==> src/rtl/imem_ctrl.sv <==
// imem_ctrl: instruction-memory controller.
//
// Arbitrates the CPU fetch port (read) against the program-loader port
// (write) onto a single-ported, synchronous-read instruction RAM. Word
// addresses are range checked against [BASE, BASE+DEPTH) and turned into
// memory-local offsets.
//
// Optional build macro: NULL_HALT_EN
//   defined   : a fetched zero word latches a halt (halted, halt_addr); no
//               further fetch is granted until halt_clr. Loads are still served.
//   undefined : zero words are ordinary data; halted/halt_addr read as 0.
//
// Handshake: a requester raises *_req with its address/data and holds all of
// them until the one-cycle fetch_valid/load_ack pulse. A request still high
// in the cycle after that pulse is a new request.
//
// Ports:
//   clk, reset_n                    clock, async active-low reset
//   fetch_req/fetch_addr            fetch request (30-bit word address)
//   fetch_valid/fetch_data/fetch_err fetch response pulse, data, range error
//   load_req/load_addr/load_data    loader write request
//   load_ack/load_err               loader response pulse, range error
//   halt_clr, halted, halt_addr     null-op halt control/status
//   mem_en/mem_we/mem_addr/mem_wdata RAM command (registered)
//   mem_rdata                       RAM read data, one cycle after a read
//   dbg_state                       current FSM state for observation

module imem_ctrl #(
  parameter logic [29:0] BASE  = 30'h00100000,
  parameter int unsigned DEPTH = 145,
  parameter int unsigned AW    = 8
) (
  input  logic          clk,
  input  logic          reset_n,
  input  logic          fetch_req,
  input  logic [29:0]   fetch_addr,
  output logic          fetch_valid,
  output logic [31:0]   fetch_data,
  output logic          fetch_err,
  input  logic          load_req,
  input  logic [29:0]   load_addr,
  input  logic [31:0]   load_data,
  output logic          load_ack,
  output logic          load_err,
  input  logic          halt_clr,
  output logic          halted,
  output logic [29:0]   halt_addr,
  output logic          mem_en,
  output logic          mem_we,
  output logic [AW-1:0] mem_addr,
  output logic [31:0]   mem_wdata,
  input  logic [31:0]   mem_rdata,
  output logic [2:0]    dbg_state
);

  localparam logic [29:0] DEPTH_W = 30'(DEPTH);

  typedef enum logic [2:0] {
    IDLE  = 3'd0,
    F_ACC = 3'd1,
    F_RSP = 3'd2,
    L_WR  = 3'd3,
    HALT  = 3'd4
  } state_e;

  state_e          state_q;
  logic            rd_wait_q;    // F_ACC second cycle: RAM data is on mem_rdata
  logic            last_load_q;  // 1: last grant went to the loader
  logic            ret_halt_q;   // L_WR entered from HALT, return there
  logic            clr_pend_q;   // halt_clr seen together with a load in HALT
  logic            halted_q;
  logic            fetch_valid_q;
  logic [31:0]     fetch_data_q;
  logic            fetch_err_q;
  logic            load_ack_q;
  logic            load_err_q;
  logic            mem_en_q;
  logic            mem_we_q;
  logic [AW-1:0]   mem_addr_q;
  logic [31:0]     mem_wdata_q;
`ifdef NULL_HALT_EN
  logic [29:0]     halt_addr_q;
`endif

  // Address translation and bounds check (30-bit unsigned).
  logic [29:0] f_off;
  logic [29:0] l_off;
  logic        f_in;
  logic        l_in;

  assign f_off = fetch_addr - BASE;
  assign l_off = load_addr - BASE;
  assign f_in  = (fetch_addr >= BASE) && (f_off < DEPTH_W);
  assign l_in  = (load_addr >= BASE) && (l_off < DEPTH_W);

  // Round-robin between the two requesters; on a tie the one that did not
  // win last time is served. Fetch never competes while halted.
  logic fetch_elig;
  logic grant_fetch;
  logic grant_load;

  assign fetch_elig  = fetch_req && !halted_q;
  assign grant_fetch = fetch_elig && (!load_req || last_load_q);
  assign grant_load  = load_req && !grant_fetch;

  always_ff @(posedge clk or negedge reset_n) begin
    if (!reset_n) begin
      state_q       <= IDLE;
      rd_wait_q     <= 1'b0;
      last_load_q   <= 1'b1;
      ret_halt_q    <= 1'b0;
      clr_pend_q    <= 1'b0;
      halted_q      <= 1'b0;
      fetch_valid_q <= 1'b0;
      fetch_data_q  <= '0;
      fetch_err_q   <= 1'b0;
      load_ack_q    <= 1'b0;
      load_err_q    <= 1'b0;
      mem_en_q      <= 1'b0;
      mem_we_q      <= 1'b0;
      mem_addr_q    <= '0;
      mem_wdata_q   <= '0;
`ifdef NULL_HALT_EN
      halt_addr_q   <= '0;
`endif
    end else begin
      // Pulse outputs are high for exactly one cycle per transaction.
      fetch_valid_q <= 1'b0;
      fetch_err_q   <= 1'b0;
      load_ack_q    <= 1'b0;
      load_err_q    <= 1'b0;
      mem_en_q      <= 1'b0;
      mem_we_q      <= 1'b0;

      case (state_q)
        IDLE: begin
          if (grant_fetch) begin
            last_load_q <= 1'b0;
            if (f_in) begin
              state_q    <= F_ACC;
              rd_wait_q  <= 1'b0;
              mem_en_q   <= 1'b1;
              mem_addr_q <= f_off[AW-1:0];
            end else begin
              // Out of range: answer immediately, no RAM access.
              state_q       <= F_RSP;
              fetch_valid_q <= 1'b1;
              fetch_err_q   <= 1'b1;
              fetch_data_q  <= '0;
            end
          end else if (grant_load) begin
            last_load_q <= 1'b1;
            ret_halt_q  <= 1'b0;
            state_q     <= L_WR;
            load_ack_q  <= 1'b1;
            if (l_in) begin
              mem_en_q    <= 1'b1;
              mem_we_q    <= 1'b1;
              mem_addr_q  <= l_off[AW-1:0];
              mem_wdata_q <= load_data;
            end else begin
              load_err_q <= 1'b1;
            end
          end
        end

        F_ACC: begin
          // First cycle the RAM samples the command; second cycle the read
          // data is present and gets captured.
          if (!rd_wait_q) begin
            rd_wait_q <= 1'b1;
          end else begin
            rd_wait_q     <= 1'b0;
            state_q       <= F_RSP;
            fetch_valid_q <= 1'b1;
            fetch_data_q  <= mem_rdata;
`ifdef NULL_HALT_EN
            if (mem_rdata == 32'h0) begin
              halted_q    <= 1'b1;
              halt_addr_q <= fetch_addr;
            end
`endif
          end
        end

        F_RSP: begin
          state_q <= halted_q ? HALT : IDLE;
        end

        L_WR: begin
          if (ret_halt_q && clr_pend_q) begin
            state_q  <= IDLE;
            halted_q <= 1'b0;
          end else if (ret_halt_q) begin
            state_q <= HALT;
          end else begin
            state_q <= IDLE;
          end
          ret_halt_q <= 1'b0;
          clr_pend_q <= 1'b0;
        end

        HALT: begin
          if (load_req) begin
            // Serve the load first; a simultaneous clear is remembered.
            ret_halt_q <= 1'b1;
            clr_pend_q <= halt_clr;
            state_q    <= L_WR;
            load_ack_q <= 1'b1;
            if (l_in) begin
              mem_en_q    <= 1'b1;
              mem_we_q    <= 1'b1;
              mem_addr_q  <= l_off[AW-1:0];
              mem_wdata_q <= load_data;
            end else begin
              load_err_q <= 1'b1;
            end
          end else if (halt_clr) begin
            state_q  <= IDLE;
            halted_q <= 1'b0;
          end
        end

        default: state_q <= IDLE;
      endcase
    end
  end

  assign fetch_valid = fetch_valid_q;
  assign fetch_data  = fetch_data_q;
  assign fetch_err   = fetch_err_q;
  assign load_ack    = load_ack_q;
  assign load_err    = load_err_q;
  assign mem_en      = mem_en_q;
  assign mem_we      = mem_we_q;
  assign mem_addr    = mem_addr_q;
  assign mem_wdata   = mem_wdata_q;
  assign dbg_state   = state_q;

`ifdef NULL_HALT_EN
  assign halted    = halted_q;
  assign halt_addr = halt_addr_q;
`else
  assign halted    = 1'b0;
  assign halt_addr = '0;
`endif

endmodule

==> config.mk <==
export PLATFORM = sky130hd
export DESIGN_NAME = imem_ctrl
export DESIGN_NICKNAME = d
export VERILOG_FILES = /design/src/rtl/imem_ctrl.sv
export SDC_FILE = /design/constraint.sdc
export NUM_CORES = 1
export LEC_CHECK = 0
export ABC_AREA = 1
export CAP_MARGIN = 15
export CORE_ASPECT_RATIO = 0.5
export CORE_MARGIN = 3
export CORE_UTILIZATION = 30
export CTS_CLUSTER_SIZE = 12
export DETAILED_ROUTE_END_ITERATION = 10
export GPL_TIMING_DRIVEN = 1
export PLACE_DENSITY = 0.74
export SETUP_SLACK_MARGIN = 0.02
export SYNTH_ARGS = -nofsm -noshare
export SYNTH_HDL_FRONTEND = slang
export SYNTH_SLANG_ARGS = --single-unit
==> constraint.sdc <==
create_clock -name clk -period 2.4 [get_ports clk]
set_clock_uncertainty 0.15 [all_clocks]
set_input_delay 0.48 -clock clk [delete_from_list [all_inputs] [get_ports clk]]
set_output_delay 0.48 -clock clk [all_outputs]
set_load 0.01 [all_outputs]
==> impl_metrics.toml, run 1 <==
[power_and_ir_drop]
power_density_mw_per_mm2 = 763
ir_drop_mv = 0.418
combPwrFrac = 0.343
p_int_uw = 3480
p_clk_frac = 0.283
switchingPower_uw = 1560
p_sw_frac = 0.310
finalPower_uw = 5040
seqPwrFrac = 0.374
power.leakage_uw = 0.00328

[critical_path]
end_kind = "flop"
r2r-start = "dbg_state[1]"
crit_type = "input pin to flop"
crit_path_start = "load_req"
r2r_setup_slack_ns = 0.48
rr_endpoint = "mem_wdata[15]"
path_max_fanout = 16
cp-endpoint = "mem_wdata[15]"
arrival_ns = 2.13
worst_setup_path_start_kind = "input pin"
r2r_cells = 9
crit_required_ns = 2.47

[synthesis]
yosys.area.top_type_share = 0.512
netlist_instances = 504
yosys_warnings = 0
synth-seq-cells = 85
seq_area_frac_synth = 0.518
synth_area_leaders = "dfrtp_1, nand2_1, nand3_1"
syn_area_mm2 = 0.00411
avgSynthCellArea_um2 = 8.15
ys.flop_type = "dfrtp_1"
synth-async-reset-ratio = 1.00
yosys-top-cells-count = "nand2_1, dfrtp_1, nand3_1"
synth_top_cell_by_area = "dfrtp_1"
synth.most_common_cell = "nand2_1"
synth_edf_count = 0
synth_cell_types = 33

[layout]
drive_above_1_share = 0.0623
finalInstanceArea_mm2 = 0.00661
antenna_cells = 0
fin_util = 0.508
syn2layout_area_growth_pct = 60.9
fin_nets = 846
fill_cells = 1183

[drt]
wl_met3_um = 486
routed.top_layer = "met4"
drc_errors = 0
vias = 3890
wl_met1_mm = 5.10
wl_met2_mm = 6.73
drt-pass1-iter-count = 7
post_drt_wl_per_cell_um = 14.0
routed_via_density = 4.36
drtIter0Drc = 222
route.antenna.remaining_nets = 0
finalWirelength_mm = 12.5

[hold_path]
worst_hold_path_type = "flop to flop"

[placement]
dpl_cell_area_mm2 = 0.00629
dp_hpwl_mm = 9.78
gp_congestion = 0.842
portBuffers = 209

[clocking]
clk_pin_slew_ns = 0.06
numCtsBuffers = 9
cts.sinks = 85
clock_latency_ns = 0.33
cts_max_path_buffers = 2
hold_buffers = 1
cts_repair_resize_count = 0
cts-root-buf = "clkbuf_16"
cts_tree = "built"
post_cts_buffers = 0
h-tree-depth = 3

[global_route]
grt_max_degree = 36
antenna_found_initial = 0
grt_pass1_vias = 3610
grt_overflow = 0
grt_first_pass_wirelength_mm = 18.5
grt_usage = 0.155

[sta]
finalHoldViolCount = 0
report.final.setup_viol = 0
min_period_over_period = 0.858
holdWs_ns = 0.304
rsz0062_at_grt = "false"
fmax_ghz = 0.485
post-route-min-period_ns = 2.06
slew_viol_final = 0

[job]
cap_viol_max_count = 0

[floorplanning]
fp-row-count = 29
die_w_um = 172
die_h_um = 88.8
pin_count = 241
initial_core_util = 0.315
core_area_mm2 = 0.0130
die_area_mm2 = 0.0152

[run_status]
status = "finished, final reports clean"
[layer usage]
metal | track usage | up-vias
met5 | 0 | -
met4 | 0.0401 | 0
met3 | 0.0295 | 14
met2 | 0.290 | 109
met1 | 0.186 | 1816
li1 | - | 1951
[critical path, cell delays in order]
cell and delay, ns:
clkdlybuf4s50_1 0.51, inv_2 0.07, o21ai_2 0.14, inv_2 0.05
nor2_2 0.13, nand2_2 0.09, nand2_4 0.10, nand3_4 0.17
buf_4 0.25, nand2_1 0.08, nand2_1 0.05
[cell usage in the layout, fill, tap and decap left out, drive strengths merged, types with 2 or more instances in the layout]
master and count:
a21boi 2, a21oi 2, buf 14, clkbuf 13, clkdlybuf4s50 208, clkinv 2
conb 31, dfrtp 84, inv 33, mux2i 6, nand2 186, nand3 81
nor2 41, nor3 2, o21ai 6, or2 2
[sequential cells by signal (all words and copies together), names as in the netlist, 3 cells and up]
name	count
fetch_data	32
mem_wdata	32
mem_addr	8
dbg_state	3
[kinds of logic (layout without fill, tap and decap cells)]
logic type | after synthesis | after routing | share of synthesized area
AND/OR/NAND/NOR | 314 | 314 | 0.328
flip-flops | 85 | 85 | 0.518
buffers and inverters | 85 | 273 | 0.119
AO/OA/AOI/OAI | 13 | 13 | 0.0195
multiplexers | 6 | 6 | 0.0146
other | 1 | 31 | 0.000913
[per-stage QoR]
step                      setup WS [ns]  TNS, ns  std cells
final                             0.340        0        892
after global routing              0.205        0        892
after CTS                         0.344        0        892
after detailed placement       -0.00741  -0.0214        875
after global placement           0.0546        0        875
after floorplan                   0.632        0        534
[how the worst min path moves through the flow]
stage | start | cells after the start | end | slack (ns)
final | clr_pend_q | 1 | dbg_state[2] | 0.30
after floorplan | reset_n | 0 | clr_pend_q | 0.03
after global placement | reset_n | 1 | mem_wdata[8] | 0.28
after global routing | clr_pend_q | 1 | dbg_state[2] | 0.33
after detailed placement | reset_n | 1 | mem_wdata[8] | 0.28
after CTS | clr_pend_q | 1 | dbg_state[2] | 0.31
[power groups by stage]
stage	Sequential, µW	Clock (µW)	Combinational, µW
floorplan	2000	0	708
global placement	1900	0	1710
detailed placement	1910	0	1740
CTS	1890	1450	1750
global route	1920	1510	1870
finish	1890	1430	1730
[layout make-up]
class                   count  area, µm²  area share
repair buffers            223       2220       0.336
flip-flops and latches     85       2130       0.322
multi-input cells         364       1600       0.242
clock buffers              13        270      0.0409
well taps                 170        213      0.0322
inverters                  34        133      0.0201
clock inverters             3       42.5     0.00643
(Power assumes the default switching activity.)
==> run 2: changes to the inputs <==
--- a/config.mk
+++ b/config.mk
@@ -5,7 +5,8 @@
 export SDC_FILE = /design/constraint.sdc
 export NUM_CORES = 1
 export LEC_CHECK = 0
-export ABC_AREA = 1
+export ABC_AREA = 0
+export ABC_CLOCK_PERIOD_IN_PS = 2400
 export CAP_MARGIN = 15
 export CORE_ASPECT_RATIO = 0.5
 export CORE_MARGIN = 3
@@ -13,7 +14,7 @@
 export CTS_CLUSTER_SIZE = 12
 export DETAILED_ROUTE_END_ITERATION = 10
 export GPL_TIMING_DRIVEN = 1
-export PLACE_DENSITY = 0.74
+export PLACE_DENSITY = 0.76
 export SETUP_SLACK_MARGIN = 0.02
 export SYNTH_ARGS = -nofsm -noshare
 export SYNTH_HDL_FRONTEND = slang
==> impl_metrics.toml, run 2 <==
[synthesis]
synth-async-reset-ratio = 1.00
synth_cell_types = 42
synth.most_common_cell = "dfrtp_1"
synth_top_family_by_area = "multiplexers"
synth_area_leaders = "dfrtp_1, mux2_1, a22o_1"
seq_area_frac_synth = 0.560
synth-seq-cells = 85
synth_edf_count = 0
yosys.area.top_type_share = 0.553
synth_top_cell_by_area = "dfrtp_1"
yosys.area_share.simple = 0.0751
ys.flop_type = "dfrtp_1"
synth_xor_area_frac = 0
syn_area_mm2 = 0.00380
yosys_warnings = 0
netlist_instances = 282
synth_adder_area_share = 0
yosys-top-cells-count = "dfrtp_1, buf_4, a22o_1"
synth-compound-area-share = 0.118
avgSynthCellArea_um2 = 13.5
muxShareOfSynthArea = 0.153

[layout]
final_common_cell = "clkdlybuf4s50_1"
fin_util = 0.543
antenna_cells = 0
multi_input_area_mm2 = 0.00149
drive_above_1_share = 0.160
finalInstanceArea_mm2 = 0.00656
regArea_mm2 = 0.00213
syn2layout_area_growth_pct = 72.7
fill_cells = 1028
layout_common_cells = "clkdlybuf4s50_1, dfrtp_1, a22o_1, conb_1, mux2_1"
fin_nets = 650
stdcell_count = 691

[clocking]
cts.sinks = 85
clk_pin_slew_ns = 0.06
cts-root-buf = "clkbuf_16"
h-tree-depth = 3
cts_max_path_buffers = 2
clock_latency_ns = 0.33
cts_tree = "built"
numCtsBuffers = 9

[critical_path]
crit_buf_inv = 3
worst_setup_path_start_kind = "input pin"
cp_slowest_cell = "clkdlybuf4s50_1"
slowest_delay_ns = 0.46
r2r_setup_slack_ns = 0.29
r2r_cells = 6
crit_type = "input pin to flop"
rr_endpoint = "mem_wdata[6]"
end_kind = "flop"
r2r-start = "dbg_state[1]"
arrival_ns = 2.40
critPathTopFamily = "buffers and inverters"
path_max_fanout = 19
crit_chain = "clkdlybuf4s50_1 > nor4_2 > o21ai_2 > nor4_4 > buf_4 > buf_12 > mux2_1"
crit_required_ns = 2.46

[drt]
route.antenna.remaining_nets = 0
routed_via_density = 4.50
vias = 3110
drc_errors = 0
drt-pass1-iter-count = 4
post_drt_wl_per_cell_um = 17.9
drtIter0Drc = 236
finalWirelength_mm = 12.4

[global_route]
antenna_found_initial = 0
grt_first_pass_wirelength_mm = 18.6
grt_usage = 0.173
grt_pass1_vias = 3320
grt_overflow = 0
grt_max_degree = 37

[sta]
min_period_over_period = 0.972
post-route-min-period_ns = 2.33
finalHoldViolCount = 0
fmax_ghz = 0.429
report.final.setup_viol = 0
setup_ws_ns = 0.0663
rsz0062_at_grt = "false"
slew_viol_final = 0

[hold_path]
worstHoldEndpoint = "mem_wdata[21]"
hold_path.startpoint = "mem_wdata[21]"
worst_hold_path_type = "flop to flop"
hold_depth = 1

[floorplanning]
initial_core_util = 0.314
fp-row-count = 28
die_area_mm2 = 0.0141
pin_count = 241
die_h_um = 85.6
core_area_mm2 = 0.0121
die_w_um = 165

[placement]
gp_congestion = 0.935
place_inst = 671
dp_hpwl_mm = 9.84
pre_cts_ws_ns = -0.587
dpl_cell_area_mm2 = 0.00617
portBuffers = 209

[run_status]
status = "finished, final reports clean"

[power_and_ir_drop]
finalPower_uw = 4460
ir_drop_mv = 0.442
power.leakage_uw = 0.00299
power_density_mw_per_mm2 = 680

[job]
cap_viol_max_count = 0
-- run 2: cell types whose count changed after synthesis, moves of 8 or more --
cell	change
nor2_1	-33
mux2_4	+8
mux2_1	+29
mux2_2	+11
nand2_1	-175
a22o_1	+32
nand3_1	-77
nor4_1	+9
inv_1	-24
-- run 2: what timing repair did --
item | CTS | global route
hold buffers | 1 | 0
buffers inserted | 1 | 1
cloned | 0 | 1
hold endpoints to repair | 34 | 0
gates resized for setup | 8 | 6
pin swaps | 3 | 7
endpoints found under the setup margin | 40 | 51
-- run 2: worst max path at each step --
stage                       start             to  slack (ns)  cells past startpoint
global route         load_addr[2]   mem_wdata[4]       0.007                      7
detailed placement  load_addr[15]  mem_wdata[14]       -0.59                      7
global placement    load_addr[15]  mem_wdata[11]       -0.59                      7
CTS                 load_addr[15]  mem_wdata[14]       0.008                      7
floorplan            load_addr[1]   mem_wdata[0]        0.21                      5
finish               load_addr[2]   mem_wdata[6]        0.07                      7
-- run 2: per-stage QoR --
step / hold WS (ns) / TNS (ns)
global route: 0.344 / 0
detailed placement: 0.315 / -28.22
floorplan: 0.0344 / 0
finish: 0.332 / 0
CTS: 0.338 / 0
global placement: 0.312 / -28.44
-- run 2: layer usage --
layer  track usage  share of wire  up-vias
met5             0              0        -
met4        0.0464          0.019        0
met3        0.0323          0.032       16
met2         0.325           0.56       65
met1         0.204           0.39     1582
li1              -              -     1447
-- run 2: cells by family (layout without fill, tap and decap cells) --
logic type | after synthesis | in the layout
DFF | 85 | 85
other | 1 | 31
muxes | 49 | 49
and+or+nand+nor | 43 | 43
buffers and inverters | 49 | 263
AOI/OAI and AO/OA | 55 | 55
-- run 2: worst register-to-register path: stages (launching register included) --
cell	delay (ns)
dfrtp_1	0.51
nor2_8	0.21
o211ai_4	0.11
nor4_4	0.32
buf_4	0.19
buf_12	0.16
mux2_1	0.34
-- run 2: where the power goes --
group	total, µW	switching, µW	internal, µW	leakage (µW)
logic	1390	592	799	0.00170
registers	1750	141	1610	0.00116
clock network	1310	596	717	0.000135
total	4460	1330	3130	0.00299
-- run 2: area by class of cell --
type                            count  area share
Clock buffer                        9      0.0343
Clock inverter                      7     0.00877
Inverter                            6     0.00343
Multi-Input combinational cell    178       0.228
Sequential cell                    85       0.324
Tap cell                          165      0.0315
Timing Repair Buffer              241       0.370
==> run 3: changes to the inputs <==
--- a/config.mk
+++ b/config.mk
@@ -9,7 +9,7 @@
 export ABC_CLOCK_PERIOD_IN_PS = 2400
 export CAP_MARGIN = 15
 export CORE_ASPECT_RATIO = 0.5
-export CORE_MARGIN = 3
+export CORE_MARGIN = 5
 export CORE_UTILIZATION = 30
 export CTS_CLUSTER_SIZE = 12
 export DETAILED_ROUTE_END_ITERATION = 10
==> impl_metrics.toml, run 3 (synthesis results as in run 2) <==
[clocking]
numCtsBuffers = 9
h-tree-depth = 3
cts_tree = "built"
cts-root-buf = "clkbuf_16"
clock_latency_ns = 0.33
cts_max_path_buffers = 2
cts.sinks = 85
clk_pin_slew_ns = 0.07

[power_and_ir_drop]
ir_drop_mv = 0.371
p_clk_frac = 0.307
seqPwrFrac = 0.394
power.leakage_uw = 0.00296
p_sw_frac = 0.288
power_density_mw_per_mm2 = 688
switchingPower_uw = 1290
p_int_uw = 3190
combPwrFrac = 0.299
finalPower_uw = 4480

[sta]
report.final.setup_viol = 0
setup_ws_ns = 0.0959
rsz0062_at_grt = "true"
min_period_over_period = 0.960
fmax_ghz = 0.434
post-route-min-period_ns = 2.30
slew_viol_final = 0
finalHoldViolCount = 0
holdWs_ns = 0.334

[job]
cap_viol_max_count = 0

[floorplanning]
initial_core_util = 0.303
pin_count = 241
die_area_mm2 = 0.0151
fp-row-count = 29
die_h_um = 89.6
core_area_mm2 = 0.0125
die_w_um = 169

[drt]
routed_via_density = 4.40
route.antenna.remaining_nets = 0
drtIter0Drc = 174
drc_errors = 0
vias = 3057
post_drt_wl_per_cell_um = 17.9
drt-pass1-iter-count = 4
finalWirelength_mm = 12.4

[critical_path]
r2r-start = "dbg_state[1]"
r2r_setup_slack_ns = 0.27
arrival_ns = 1.67
end_kind = "output port"
cp_slowest_cell = "dfrtp_1"
path_max_fanout = 9
r2r_cells = 6
worst_setup_path_start_kind = "flop"
crit_required_ns = 1.77
crit_type = "flop to output port"
rr_endpoint = "fetch_data[4]"
slowest_delay_ns = 0.58
crit_chain = "buf_4 > clkdlybuf4s50_1"

[layout]
fin_nets = 648
final_common_cell = "clkdlybuf4s50_1"
fill_cells = 1057
layout_common_cells = "clkdlybuf4s50_1, dfrtp_1, a22o_1, conb_1, mux2_1"
syn2layout_area_growth_pct = 71.4
drive_above_1_share = 0.149
antenna_cells = 0

[global_route]
grt_first_pass_wirelength_mm = 18.2
grt_usage = 0.159
grt_max_degree = 40
grt_pass1_vias = 3199
grt_overflow = 0
antenna_found_initial = 0

[hold_path]
hold_path.startpoint = "mem_wdata[15]"
worstHoldEndpoint = "mem_wdata[15]"
hold_depth = 1
worst_hold_path_type = "flop to flop"

[placement]
portBuffers = 209
dp_hpwl_mm = 9.79
gp_congestion = 0.886
pre_cts_ws_ns = -0.317

[run_status]
status = "finished, final reports clean"
[run 3: stage by stage]
| stage | std cells | cell area [µm²] | TNS (ns) | utilization |
|---|---|---|---|---|
| floorplan | 312 | 3910 | 0 | - |
| global placement | 676 | 6160 | -16.57 | 0.492 |
| detailed placement | 676 | 6160 | -17.03 | 0.492 |
| CTS | 693 | 6460 | 0 | 0.516 |
| global route | 694 | 6510 | -0.0154 | 0.520 |
| finish | 694 | 6510 | 0 | 0.520 |
[run 3: final cells by class]
type | instances | area [µm²] | area share
Timing Repair Buffer | 239 | 2380 | 0.366
Inverter | 6 | 22.5 | 0.00346
Tap cell | 170 | 213 | 0.0327
Clock buffer | 11 | 233 | 0.0357
Sequential cell | 85 | 2130 | 0.327
Multi-Input combinational cell | 178 | 1470 | 0.226
Clock inverter | 5 | 60.1 | 0.00923
[run 3: how the worst max path moves through the flow]
stage                              from            end  slack (ns)
after floorplan            load_addr[1]   mem_wdata[0]        0.21
after global placement    load_addr[20]  mem_wdata[29]       -0.27
after detailed placement  load_addr[17]  mem_wdata[29]       -0.32
after CTS                 load_addr[17]  mem_wdata[29]        0.04
after global routing      load_addr[17]   mem_wdata[5]       -0.01
final                      dbg_state[1]   dbg_state[1]         0.1
[run 3: power by group through the flow]
stage | logic [µW] | clock network [µW] | registers [µW]
2_1_floorplan | 578 | 0 | 1810
3_3_place_gp | 1310 | 0 | 1780
3_5_place_dp | 1350 | 0 | 1780
4_1_cts | 1340 | 1410 | 1760
5_1_grt | 1430 | 1480 | 1790
6_report | 1340 | 1380 | 1760
[run 3: repair_timing]
action                                  in CTS  in global routing
setup buffers                                0                  1
hold buffers                                 1                  0
resized for setup                            0                  6
endpoints found under the setup margin       0                 40
endpoints found under the hold margin       25                  0
[run 3: metal layers]
layer / GRT usage / vias up / share of wire / wire length (µm)
li1: - / 1448 / - / -
met1: 0.182 / 1510 / 0.39 / 4830
met2: 0.301 / 82 / 0.56 / 6920
met3: 0.0376 / 17 / 0.040 / 499
met4: 0.0460 / 0 / 0.016 / 193
met5: 0 / - / 0 / 0
[run 3: critical path, delay by kind of cell, from the launching register on]
kind	cells	cell delay (ns)
buf+inv	2	0.77
flops	1	0.58
